### src/rtl/pwm_hbridge_mc.sv
// Multi-channel sign-magnitude H-bridge PWM with period-aligned duty updates and reversal dead time.
// Optional short-brake input enabled by defining PWM_BRAKE_EN.
module pwm_hbridge_mc #(
    parameter int unsigned NUM_CH   = 1,
    parameter int unsigned DUTY_W   = 14,
    parameter int unsigned DEAD_CYC = 16
) (
    input  logic                                             clk,
    input  logic                                             rst_n,
    input  logic [DUTY_W-1:0]                                duty,
    input  logic                                             wrt_duty,
    input  logic [((NUM_CH > 1) ? $clog2(NUM_CH) : 1)-1:0]   wrt_ch,
    output logic [NUM_CH-1:0]                                CH_A,
    output logic [NUM_CH-1:0]                                CH_B,
    output logic                                             period_strt
`ifdef PWM_BRAKE_EN
    ,
    input  logic                                             brake
`endif
);

    localparam int unsigned       CNT_W    = DUTY_W - 1;
    localparam int unsigned       CH_W     = (NUM_CH > 1) ? $clog2(NUM_CH) : 1;
    localparam logic [CNT_W-1:0]  CNT_MAX  = {CNT_W{1'b1}};
    localparam logic [CNT_W-1:0]  DEAD_L   = CNT_W'(DEAD_CYC);
    localparam logic [CH_W:0]     NUM_CH_L = (CH_W + 1)'(NUM_CH);

    logic [CNT_W-1:0]  cnt_q, cnt_d;
    logic              period_strt_q, period_strt_d;
    logic [DUTY_W-1:0] pend_q [NUM_CH];
    logic [DUTY_W-1:0] pend_d [NUM_CH];
    logic [DUTY_W-1:0] act_q  [NUM_CH];
    logic [DUTY_W-1:0] act_d  [NUM_CH];
    logic [CNT_W-1:0]  dead_q [NUM_CH];
    logic [CNT_W-1:0]  dead_d [NUM_CH];
    logic [NUM_CH-1:0] pend_vld_q, pend_vld_d;
    logic [NUM_CH-1:0] dir_q, dir_d;
    logic [NUM_CH-1:0] ch_a_q, ch_a_d;
    logic [NUM_CH-1:0] ch_b_q, ch_b_d;
    logic              cnt_max_s;
    logic              wr_en_s;
`ifdef PWM_BRAKE_EN
    logic              brake_hold_q, brake_hold_d;
    logic              brake_rel_s;
`endif

    // |d| clipped to the counter range so the most negative word still fits
    function automatic logic [CNT_W-1:0] mag_of(input logic [DUTY_W-1:0] d);
        logic [DUTY_W-1:0] abs_v;
        if (d[DUTY_W-1]) begin
            abs_v = ~d + DUTY_W'(1);
        end else begin
            abs_v = d;
        end
        if (abs_v[DUTY_W-1]) begin
            return CNT_MAX;
        end else begin
            return abs_v[CNT_W-1:0];
        end
    endfunction

    // Next-state: counter, buffered duty update, dead time and PWM compare
    always_comb begin
        logic             hit_v;
        logic             upd_v;
        logic             rev_v;
        logic             ld_v;
        logic             run_v;
        logic             new_sign_v;
        logic [CNT_W-1:0] new_mag_v;
        logic [CNT_W-1:0] mag_v;

        cnt_max_s     = (cnt_q == CNT_MAX);
        cnt_d         = cnt_q + CNT_W'(1);
        period_strt_d = cnt_max_s;
        wr_en_s       = wrt_duty & ({1'b0, wrt_ch} < NUM_CH_L);
        pend_vld_d    = pend_vld_q;
        dir_d         = dir_q;
        ch_a_d        = '0;
        ch_b_d        = '0;
`ifdef PWM_BRAKE_EN
        brake_rel_s   = brake_hold_q & ~brake & cnt_max_s;
        if (brake) begin
            brake_hold_d = 1'b1;
        end else if (cnt_max_s) begin
            brake_hold_d = 1'b0;
        end else begin
            brake_hold_d = brake_hold_q;
        end
`endif

        for (int i = 0; i < NUM_CH; i++) begin
            hit_v = wr_en_s & (wrt_ch == CH_W'(i));

            // A write landing on the boundary cycle bypasses the pending slot
            if (cnt_max_s && hit_v) begin
                act_d[i]      = duty;
                pend_d[i]     = duty;
                pend_vld_d[i] = 1'b0;
                upd_v         = 1'b1;
            end else if (cnt_max_s && pend_vld_q[i]) begin
                act_d[i]      = pend_q[i];
                pend_d[i]     = pend_q[i];
                pend_vld_d[i] = 1'b0;
                upd_v         = 1'b1;
            end else if (hit_v) begin
                act_d[i]      = act_q[i];
                pend_d[i]     = duty;
                pend_vld_d[i] = 1'b1;
                upd_v         = 1'b0;
            end else begin
                act_d[i]      = act_q[i];
                pend_d[i]     = pend_q[i];
                upd_v         = 1'b0;
            end

            new_sign_v = act_d[i][DUTY_W-1];
            new_mag_v  = mag_of(act_d[i]);
            rev_v      = upd_v & (new_mag_v != '0) & (new_sign_v != dir_q[i]);
            if (rev_v) begin
                dir_d[i] = new_sign_v;
            end else begin
                dir_d[i] = dir_q[i];
            end
`ifdef PWM_BRAKE_EN
            ld_v = rev_v | (brake_rel_s & (new_mag_v != '0));
`else
            ld_v = rev_v;
`endif
            if (ld_v) begin
                dead_d[i] = DEAD_L;
            end else if (dead_q[i] != '0) begin
                dead_d[i] = dead_q[i] - CNT_W'(1);
            end else begin
                dead_d[i] = '0;
            end

            mag_v = mag_of(act_q[i]);
            run_v = (dead_q[i] == '0) & (cnt_q < mag_v);
`ifdef PWM_BRAKE_EN
            if (brake) begin
                ch_a_d[i] = 1'b1;
                ch_b_d[i] = 1'b1;
            end else if (brake_hold_q) begin
                ch_a_d[i] = 1'b0;
                ch_b_d[i] = 1'b0;
            end else begin
                ch_a_d[i] = run_v & ~act_q[i][DUTY_W-1];
                ch_b_d[i] = run_v &  act_q[i][DUTY_W-1];
            end
`else
            ch_a_d[i] = run_v & ~act_q[i][DUTY_W-1];
            ch_b_d[i] = run_v &  act_q[i][DUTY_W-1];
`endif
        end
    end

    // State and output registers
    always_ff @(posedge clk or negedge rst_n) begin
        if (!rst_n) begin
            cnt_q         <= '0;
            period_strt_q <= 1'b0;
            pend_vld_q    <= '0;
            dir_q         <= '0;
            ch_a_q        <= '0;
            ch_b_q        <= '0;
            for (int i = 0; i < NUM_CH; i++) begin
                pend_q[i] <= '0;
                act_q[i]  <= '0;
                dead_q[i] <= '0;
            end
`ifdef PWM_BRAKE_EN
            brake_hold_q  <= 1'b0;
`endif
        end else begin
            cnt_q         <= cnt_d;
            period_strt_q <= period_strt_d;
            pend_vld_q    <= pend_vld_d;
            dir_q         <= dir_d;
            ch_a_q        <= ch_a_d;
            ch_b_q        <= ch_b_d;
            for (int i = 0; i < NUM_CH; i++) begin
                pend_q[i] <= pend_d[i];
                act_q[i]  <= act_d[i];
                dead_q[i] <= dead_d[i];
            end
`ifdef PWM_BRAKE_EN
            brake_hold_q  <= brake_hold_d;
`endif
        end
    end

    assign CH_A        = ch_a_q;
    assign CH_B        = ch_b_q;
    assign period_strt = period_strt_q;

endmodule

### config.mk
export PLATFORM = sky130hd
export DESIGN_NAME = pwm_hbridge_mc
export DESIGN_NICKNAME = d
export VERILOG_FILES = /design/src/rtl/pwm_hbridge_mc.sv
export SDC_FILE = /design/constraint.sdc
export NUM_CORES = 1
export LEC_CHECK = 0
export CAP_MARGIN = 20
export CORE_AREA = 2 2 102 94
export DETAILED_ROUTE_END_ITERATION = 12
export DIE_AREA = 0 0 104 96
export HOLD_SLACK_MARGIN = 0.03
export PLACE_DENSITY = 0.72
export SETUP_SLACK_MARGIN = 0.05
export SLEW_MARGIN = 20
export SYNTH_ARGS = -nofsm -noshare
export SYNTH_HDL_FRONTEND = slang
export SYNTH_SLANG_ARGS = --single-unit
### constraint.sdc
create_clock -name clk -period 4.8 [get_ports clk]
set_input_delay 1.44 -clock clk [delete_from_list [all_inputs] [get_ports clk]]
set_output_delay 1.44 -clock clk [all_outputs]
set_load 0.005 [all_outputs]
# After elaboration in Yosys (flattened, before gate mapping)

Cells that the tools add are included.

$add $sub $neg: 4
Magnitude comparators: 2
Equality and inequality tests: 3
Muxes and demuxes: 16
Bitwise logic cells: 11
Reduce and logical (&&, ||, !) cells: 8

Operators with widths:

| kind                    | number |
|---|---|
| $mux W14                | 7 |
| $mux W13                | 4 |
| $add A14 B1 Y14 const B | 2 |
| $not A14 Y14            | 2 |
| $reduce_bool A13 Y1     | 2 |
| $add A13 B1 Y13 const B | 1 |
| $eq A13 B13 Y1 const B  | 1 |
| $logic_not A13 Y1       | 1 |
| $lt A13 B13 Y1          | 1 |
| $sub A13 B1 Y13 const B | 1 |
| $and A1 B1 Y1           | 7 |
| $mux W1                 | 5 |
| $reduce_bool A3 Y1      | 1 |
| $logic_and A1 B1 Y1     | 2 |
| $ne A2 B2 Y1 const B    | 1 |
| $not A1 Y1              | 2 |
| $reduce_and A2 Y1       | 1 |
| $reduce_bool A2 Y1      | 1 |
| $lt A1 B1 Y1 const B    | 1 |
| $ne A1 B1 Y1            | 1 |

Bits in registers: 59
Output and inout bits: 3

# Longest topological paths before layout

Gate-level depths: netlist of the first run.

Word-level depth: 13
Mapped depth: 16

# Worst setup path before layout of the first run

No wires, ideal clock.

Kind: input-to-reg
From: in wrt_ch
To: reg dead_q[10] in the netlist's numbering
Arrival time: 4.263 ns
Setup slack: 0.455 ns
Cell stages on the path: 14
Path buffers: 2
Path through: and3b_1 nand4_2 buf_6 o32ai_2 or2_2 ha_1 o21ai_0 or2_2 nor4_1 mux2_2 nor4_4 a31oi_2 buf_6 nor3_2

RTL lines:

| element                         | RTL line | RTL |
|---|---|---|
| from (decl)                     | 12       | `input logic [((NUM_CH > 1) ? $clog2(NUM_CH) : 1)-1:0] wrt_ch,` |
| to (signal, indexed assignment) | 185      | `dead_q[i] <= dead_d[i];` |
| to (decl)                       | 34       | `logic [CNT_W-1:0] dead_q [NUM_CH];` |

# Worst setup path in the final report of the first run

From: in wrt_ch
To: reg dir_q

Cells in the longest elaborated chain, start to end: 12
Elaborated cells on any way between the ends: 15
Classes of those cells: add/sub: 1; order compare: 1; eq/ne: 1; mux: 4; bitwise: 6; reduce/logical: 2

Ends and longest elaborated chain:

| element                     | RTL line | RTL |
|---|---|---|
| $lt A1 B1 Y1                | 76       | `wr_en_s = wrt_duty & ({1'b0, wrt_ch} < NUM_CH_L);` |
| $and A1 B1 Y1               | 76       |  |
| $and A1 B1 Y1 (*)           | 93       | `hit_v = wr_en_s & (wrt_ch == CH_W'(i));` |
| $logic_and A1 B1 Y1 (*)     | 96       | `if (cnt_max_s && hit_v) begin` |
| $mux W14                    | 96       |  |
| $not A14 Y14                | 51       | `abs_v = ~d + DUTY_W'(1);` |
| $add A14 B1 Y14             | 51       |  |
| $mux W14                    | 50       | `if (d[DUTY_W-1]) begin` |
| $mux W13                    | 55       | `if (abs_v[DUTY_W-1]) begin` |
| $reduce_bool A13 Y1         | 119      | `rev_v = upd_v & (new_mag_v != '0) & (new_sign_v != dir_q[i]);` |
| $and A1 B1 Y1 (2 in series) | 119      |  |
| to (signal assigned)        | 179      | `dir_q <= dir_d;` |
| to (decl)                   | 37       | `logic [NUM_CH-1:0] dir_q, dir_d;` |

Every way passes the cells marked *; elsewhere a longest branch is shown, timed or not.
A chain may end at the register's enable or synchronous reset.

==> results of run 1 <==
-- power groups by stage --
| stage | sequential [uW] | combinational, uW | clock [uW] |
|---|---|---|---|
| after global routing | 537 | 116 | 431 |
| after CTS | 534 | 104 | 409 |
| after detailed placement | 543 | 104 | 0 |
| final | 535 | 104 | 398 |
| after floorplan | 537 | 64.9 | 0 |
| after global placement | 543 | 101 | 0 |
-- logic make-up after synthesis --
kind of cell	synth area share, %
AOI/OAI and AO/OA	17.5
xor gates and xnor gates	7.11
adders and majority gates	5.08
buffers and inverters	4.09
DFF	37.4
muxes	5.59
and+or+nand+nor	23.2
-- per-stage QoR --
step           worst slack [ps]  power [uW]  instance area (um^2)  util (%)
3_3_place_gp              -18.8         644                  4380      49.1
3_5_place_dp               -186         648                  4380      49.1
6_report                    380        1040                  4580      51.4
2_1_floorplan               455         602                  3940         -
4_1_cts                     152        1050                  4550      51.0
5_1_grt                     158        1080                  4580      51.4
-- state kept, by name, indices dropped and copies added (netlist names) --
| register | cells |
|---|---|
| dir_q | 1 |
| CH_B | 1 |
| cnt_q | 13 |
| dead_q | 13 |
| CH_A | 1 |
| pend_vld_q | 1 |
| pend_q | 14 |
| period_strt | 1 |
| act_q | 14 |
-- metal layers --
layer	track usage, %	up-vias	share of wire, %
li1	-	1543	-
met3	4.94	20	5.5
met4	6.64	0	1.5
met1	26.2	1560	45
met5	0	-	0
met2	34.4	100	48
-- timing repair --
item	CTS	global route
gates resized for setup	0	5
endpoints found under the setup margin	0	13
hold buffers	0	0
-- worst max-delay path by stage --
| stage | start | endpoint | slack (ps) | cells after the start |
|---|---|---|---|---|
| after detailed placement | wrt_ch | dead_q[6] | -190 | 14 |
| after CTS | wrt_ch | dead_q[6] | 150 | 14 |
| after floorplan | wrt_ch | dead_q[10] | 450 | 14 |
| after global routing | wrt_ch | dead_q[8] | 160 | 14 |
| after global placement | wrt_ch | dead_q[5] | -20 | 14 |
| final | wrt_ch | dir_q | 380 | 14 |
-- synth_stat cells (all sizes together), types with 3 or more instances --
library cell,number,area [um^2]
o211ai,3,41.3
or3,6,37.5
nor2,43,161
nand4,9,105
a21oi,16,91.3
nand3b,3,22.5
xnor2,24,210
a21o,5,38.8
or2,7,43.8
o31ai,3,22.5
nor3,23,165
nor3b,3,22.5
nand3,8,52.6
a21boi,4,30.0
mux2,16,180
xor2,8,70.1
nor4,10,98.8
and3,6,38.8
nand2,18,67.6
o22ai,5,43.8
dfrtp,59,1480
clkbuf,7,26.3
mux2i,4,40.0
a31oi,3,31.3
buf,11,71.3
a211oi,3,22.5
a41oi,3,26.3
inv,17,63.8
a2bb2oi,8,70.1
nor2b,3,18.8
ha,16,200
o21ai,15,75.1
a2111oi,3,26.3
-- worst max-delay path, stage by stage --
cell and delay (ps):
sky130_fd_sc_hd__clkdlybuf4s50_1 450, sky130_fd_sc_hd__and3b_2 290, sky130_fd_sc_hd__nand4_4 150, sky130_fd_sc_hd__o32ai_4 180
sky130_fd_sc_hd__or2_2 170, sky130_fd_sc_hd__ha_1 160, sky130_fd_sc_hd__o21ai_0 120, sky130_fd_sc_hd__or2_2 330
sky130_fd_sc_hd__buf_4 150, sky130_fd_sc_hd__o41a_1 400, sky130_fd_sc_hd__o2111ai_1 170, sky130_fd_sc_hd__nor4_4 110
sky130_fd_sc_hd__a31oi_1 170, sky130_fd_sc_hd__mux2_2 350
-- layout make-up --
class | count | area, um^2
multi-input combinational | 306 | 2340
clock inverter | 5 | 30.0
tap | 122 | 153
clock buffer | 10 | 138
timing repair buffer | 43 | 380
fill | 859 | 4330
sequential | 59 | 1480
inverter | 17 | 63.8
==> run summary, run 1 <==
The maximum number of pins on one net before global-route repair is 35. The count of cells in the finished layout, fillers not included, comes to 562. The worst endpoint data arrival time came out at 4640 ps. The share of synthesized flip-flops with an asynchronous set or reset is 100%.

21 I/O pins were placed. The worst ir drop on vdd came out at 0.118 mV. The library cells used most frequently in the layout, excluding fill and tap cells, are sky130_fd_sc_hd__dfrtp_1 (59), sky130_fd_sc_hd__nor2_1 (43), sky130_fd_sc_hd__xnor2_1 (24). The number of slew-limit violations in the final report came out at 0.

The first-pass GRT wire length is 16000 um. Along the worst path, the maximum fanout reaches 4. The post-CTS repair timing setup buffer count is 0. In the final timing run, aggregate negative setup slack is 0 ps. Clock tree synthesis inserted a total of 9 buffers. The worst slack on hold paths is 455 ps. The area of the core came out at 0.00892 mm^2. The static leakage power came out at 0.00184 uW. Across every metal layer, demand over resource in global routing totals 20.4%. The area of the die came out at 0.00998 mm^2. Including well taps, the total number of placed cells is 547. The internal portion of total power came out at 767 uW. The most used flip-flop cell after synthesis is sky130_fd_sc_hd__dfrtp_1. The per-cell routed wire length came out at 16.8 um.

The number of different library cells used by synthesis comes to 72. The aggregate routed wire length came out at 9460 um. In this run the tool buffered the top-level ports with 20 buffer cells. The smallest clock period supported by the final layout is computed as 4420 ps. The register-to-register setup slack came out at 930 ps. Clock-pin slew was measured on the worst setup and hold paths at 70 ps. The sequential fraction of the synthesis area is 37.4%. The startpoint identified for the worst hold timing path is dead_q[0]. The setup-violating endpoint count in the final report came out at 0. Synthesis inferred 59 register bits. The share of power burned in registers is 51.6%. The clock root buffer master is sky130_fd_sc_hd__clkbuf_8. The number of warnings reported in the yosys synthesis log came out at 0. The effective utilization at floorplan came out at 44.2%.

The antenna diode instance count is 0. The library cell used most frequently in the layout, excluding fill and tap cells, is sky130_fd_sc_hd__dfrtp_1. The instance count of the mapped netlist came out at 400.

The share of the clock period used by the worst path is 92.1%. The switching power share of the total came out at 26.1%. For this run, the post-layout net count is 470. In this run the critical register-to-register path is captured at dir_q.

The hold path endpoint is dead_q[0]. The area of the mapped netlist is 0.00394 mm^2. The critical path is of the in2reg type. The power dissipated by switching net loads came out at 270 uW. The die span in y is 96 um.

The maximum clock frequency is 226 MHz. Data on the critical path is required at its endpoint by 5020 ps. The flow ran to the end, and the final reports show no timing, DRC or antenna violations. The cell depth of the worst flop-to-flop path is 13. The startpoint identified for the worst register-to-register timing path is cnt_q[12]. The detailed-routing iteration count for the pre-antenna-repair pass came out at 4. The clock net in this run drives a total of 59 sinks. The residual overflow from global routing came out at 0. The final hold violation count came to 0.

The via count of the first global-routing pass came out at 3228. The clock passes through at most 2 buffers. The via count normalized by instance count came out at 5.73. The die width is 104 um. The kind of end point of the critical path is a flop. The number of antenna violations at the first check in global routing is 0.

The element type at the critical path start is a primary input. For this run, design rule violations remaining after detail routing come to 0. The total half-perimeter wirelength after legalization and detailed placement came out at 7140 um.

The reported max-cap violation count came out at 0. The initial detailed-routing violation count is 143. Setup repair after global routing left no endpoint under its margin. Routability-driven placement finished with a final weighted congestion of 0.958. Measured against its own limit, the worst slew margin works out to 56.7%. The combinational cell fraction of total power came out at 10.0%. The clock latency on the worst-skew pair is 340 ps. The worst-margin pin slew came out at 644 ps. Once detail routing completed, the nets flagged for antenna violations numbered 0.

Compared with the post-synthesis result, the final layout area differs by 16.3%. The number of levels in the clock H-tree is 3. The worst-case clock skew is 6.99 ps.

The power density over the cells is 226 mW/mm^2. A synthesized cell averages 9.86 um^2. After floorplanning, the core was divided into 33 placement rows.

The worst hold path belongs to the class reg2reg. The total vias in the final route is 3223. The clock power share is 38.4%. Counting every net in the synthesized netlist gives 434. Of the cells placed in the final design, the portion with a size suffix greater than 1 is 21.6%. TritonCTS built the clock tree. The number of flops mapped to enable cells by yosys is 0. The cell depth of the worst hold path came out at 1.
No activity file was read; power rests on OpenSTA's default activity.
==> inputs of run 2 (changes only) <==
--- a/config.mk
+++ b/config.mk
@@ -12,6 +12,7 @@
 export HOLD_SLACK_MARGIN = 0.03
 export PLACE_DENSITY = 0.72
 export SETUP_SLACK_MARGIN = 0.05
+export SKIP_LAST_GASP = 1
 export SLEW_MARGIN = 20
 export SYNTH_ARGS = -nofsm -noshare
 export SYNTH_HDL_FRONTEND = slang
==> constraint.sdc (replaced) <==
create_clock -name clk -period 4.8 [get_ports clk]
set_input_delay 1.2 -clock clk [delete_from_list [all_inputs] [get_ports clk]]
set_output_delay 1.2 -clock clk [all_outputs]
set_load 0.005 [all_outputs]
==> run summary, run 2 (synthesized netlist as in run 1, its figures left out) <==
After detailed routing, the number of remaining DRC violations is 0. The maximum clock frequency is 221 MHz. The area of the die is 0.00998 mm^2. In this run, flip-flops and latches consume 46.0% of the power. The total power after layout is 1160 uW. The number of slew-limit violations in the final report came out at 0. The initial detailed-routing violation count came out at 210.

The worst setup path is of the in2reg kind. The power dissipated by switching net loads came out at 287 uW. Gates resized during post-CTS repair numbered 0. The number of buffers and inverters on the critical path is 2. The shortest clock period the worst path allows after layout came out at 4520 ps. The power density over the cells is 256 mW/mm^2. Clock-pin slew was measured on the worst setup and hold paths at 70 ps. The cell area reported after detailed placement is 0.00432 mm^2. The number of placed I/O pins is 21. The clock latency on the worst-skew pair is 360 ps. The worst-case clock skew is 8.54 ps. The total half-perimeter wirelength after legalization and detailed placement came out at 6900 um. The detailed-routing iteration count for the pre-antenna-repair pass is 5. The worst ir drop on vdd came out at 0.218 mV. The first-pass GRT wire length is 15800 um.

The final hold violation count came to 0. Once the floorplan was initialized, standard cells occupied 44.2% of the core. CTS placed an instance of sky130_fd_sc_hd__clkbuf_8 at the clock tree root. The worst endpoint data arrival time is 4800 ps.

The reported max-cap violation count came out at 0. The worst-margin pin slew is 697 ps. The setup-violating endpoint count in the final report is 0. The worst-case headroom to the max-slew limit is 53.1%. The number of levels in the clock H-tree is 3. The post-CTS repair timing setup buffer count came out at 0. The via count normalized by instance count came out at 5.73. The static leakage power is 0.00183 uW. The worst setup path is captured at a flop.

The cell class contributing the biggest share of worst-path delay is simple AND/OR/NAND/NOR gates. The post-route standard cell area excluding fillers came out at 0.00455 mm^2. The global placement routability congestion is 1.02.

After filler insertion, the fill cell instance count of the layout stands at 853. The maximum number of pins on one net before global-route repair came out at 36. The internal power of the cells totals 876 uW. The total overflow left after global routing is 0. Setup repair after global routing left no endpoint under its margin. The run finished with clean final reports. For this run, the slowest stage of the critical path takes 440 ps. The floorplan has 33 rows. On the critical path, the stage with the largest delay is an instance of sky130_fd_sc_hd__clkdlybuf4s50_1. The largest registers in the layout are act_q (14), pend_q (14). The repair_antennas step left the layout with diodes totalling 0. The die width came out at 104 um. Compared with the post-synthesis result, the final layout area differs by 15.3%. The final route contains 3178 vias. After layout, the worst path uses 94.2% of the clock period. The clock power share came out at 45.3%.

The number of antenna violations at the first check in global routing is 0. The area of the core is 0.00892 mm^2. The total global-route track usage is 20.2%.

Buffers inserted to repair hold after CTS numbered 0. During placement, the flow inserted port buffers numbering 20. The number of buffers inserted during clock tree synthesis is 9. STA classifies the critical path startpoint as a primary input. In this run the remaining antenna-violating nets after routing total 0.

TritonCTS built the clock tree. By instance count, the cell type seen most on the critical path is sky130_fd_sc_hd__or2_2. The aggregate routed wire length is 9380 um. The post-route netlist has 19.9% of its cells at a drive strength greater than 1. The critical path goes through clkdlybuf4s50_1 -> and3b_1 -> nand4_2 -> o32ai_2 -> or2_2 -> ha_1 -> o21ai_0 -> or2_2 -> nor4_1 -> mux2_2 -> nor4_4 -> a31oi_2 -> buf_12 -> nor3_2. The buffer levels on the longest clock path came out at 2.

After the last flow step, the layout net total stands at 462. In the layout the commonest cells are sky130_fd_sc_hd__dfrtp_1 (59), sky130_fd_sc_hd__nor2_1 (43), sky130_fd_sc_hd__xnor2_1 (24). The worst hold path belongs to the class reg2reg. The combinational cell fraction of total power is 8.6%.

The clock sink count is 59. The via count of the first global-routing pass is 3137. In this run the worst path has a maximum fanout of 8.

STA puts the critical path data required time at 5080 ps. The switching power share of the total is 24.6%. In the final routed layout, each cell accounts on average for 16.9 um. The floorplan step set the die height to 96 um. Leaving out fill and tap cells, the most frequent cell in the layout is sky130_fd_sc_hd__dfrtp_1.
## run 2: power groups by stage
stage	clock network [uW]	logic (uW)	registers, uW
after floorplan	0	64.9	537
after global placement	0	99.1	543
after detailed placement	0	101	544
after CTS	532	102	535
after global routing	550	114	538
final	527	101	535
## run 2: final timing paths
path	start	end	slack, ps	cells after the start
max reg2reg	cnt_q[0]	dead_q[6]	580	14
max	wrt_ch	dead_q[6]	280	14
max in group asynchronous	rst_n	act_q[2]	3120	2
min	dead_q[0]	dead_q[0]	480	1
min in group asynchronous	rst_n	cnt_q[3]	810	1
min reg2reg	dead_q[0]	dead_q[0]	480	1
## run 2: through the flow
stage                     setup slack [ps]  setup TNS, ps  utilization [%]  hold slack (ps)  cells
after detailed placement             -54.0           -271             48.4              462    539
final                                  279              0             51.0              476    555
after global routing                  56.7              0             51.0              495    555
after global placement                 102              0             48.4              462    539
after floorplan                        695              0                -              434    400
after CTS                              306              0             51.0              475    555
## run 2: per-layer routing
metal	wire, um	track usage, %	part of all wire (%)
met5	0	0	0
met4	190	6.76	2.0
met3	527	3.52	5.6
met2	4420	34.8	47
met1	4240	26.1	45
## run 2: layout make-up
class | count | area (um^2) | share of cell area, %
clock buffer | 10 | 138 | 3.03
clock inverter | 6 | 88.8 | 1.95
inverter | 17 | 63.8 | 1.40
multi-input combinational | 306 | 2310 | 50.7
sequential | 59 | 1480 | 32.5
tap | 122 | 153 | 3.36
timing repair buffer | 35 | 320 | 7.04
==> inputs of run 3 (changes only) <==
--- a/config.mk
+++ b/config.mk
@@ -13,7 +13,6 @@
 export PLACE_DENSITY = 0.72
 export SETUP_SLACK_MARGIN = 0.05
 export SKIP_LAST_GASP = 1
-export SLEW_MARGIN = 20
 export SYNTH_ARGS = -nofsm -noshare
 export SYNTH_HDL_FRONTEND = slang
 export SYNTH_SLANG_ARGS = --single-unit
==> results of run 3 <==
Same layout as run 2: the final DEF is identical, and so are final timing and power.
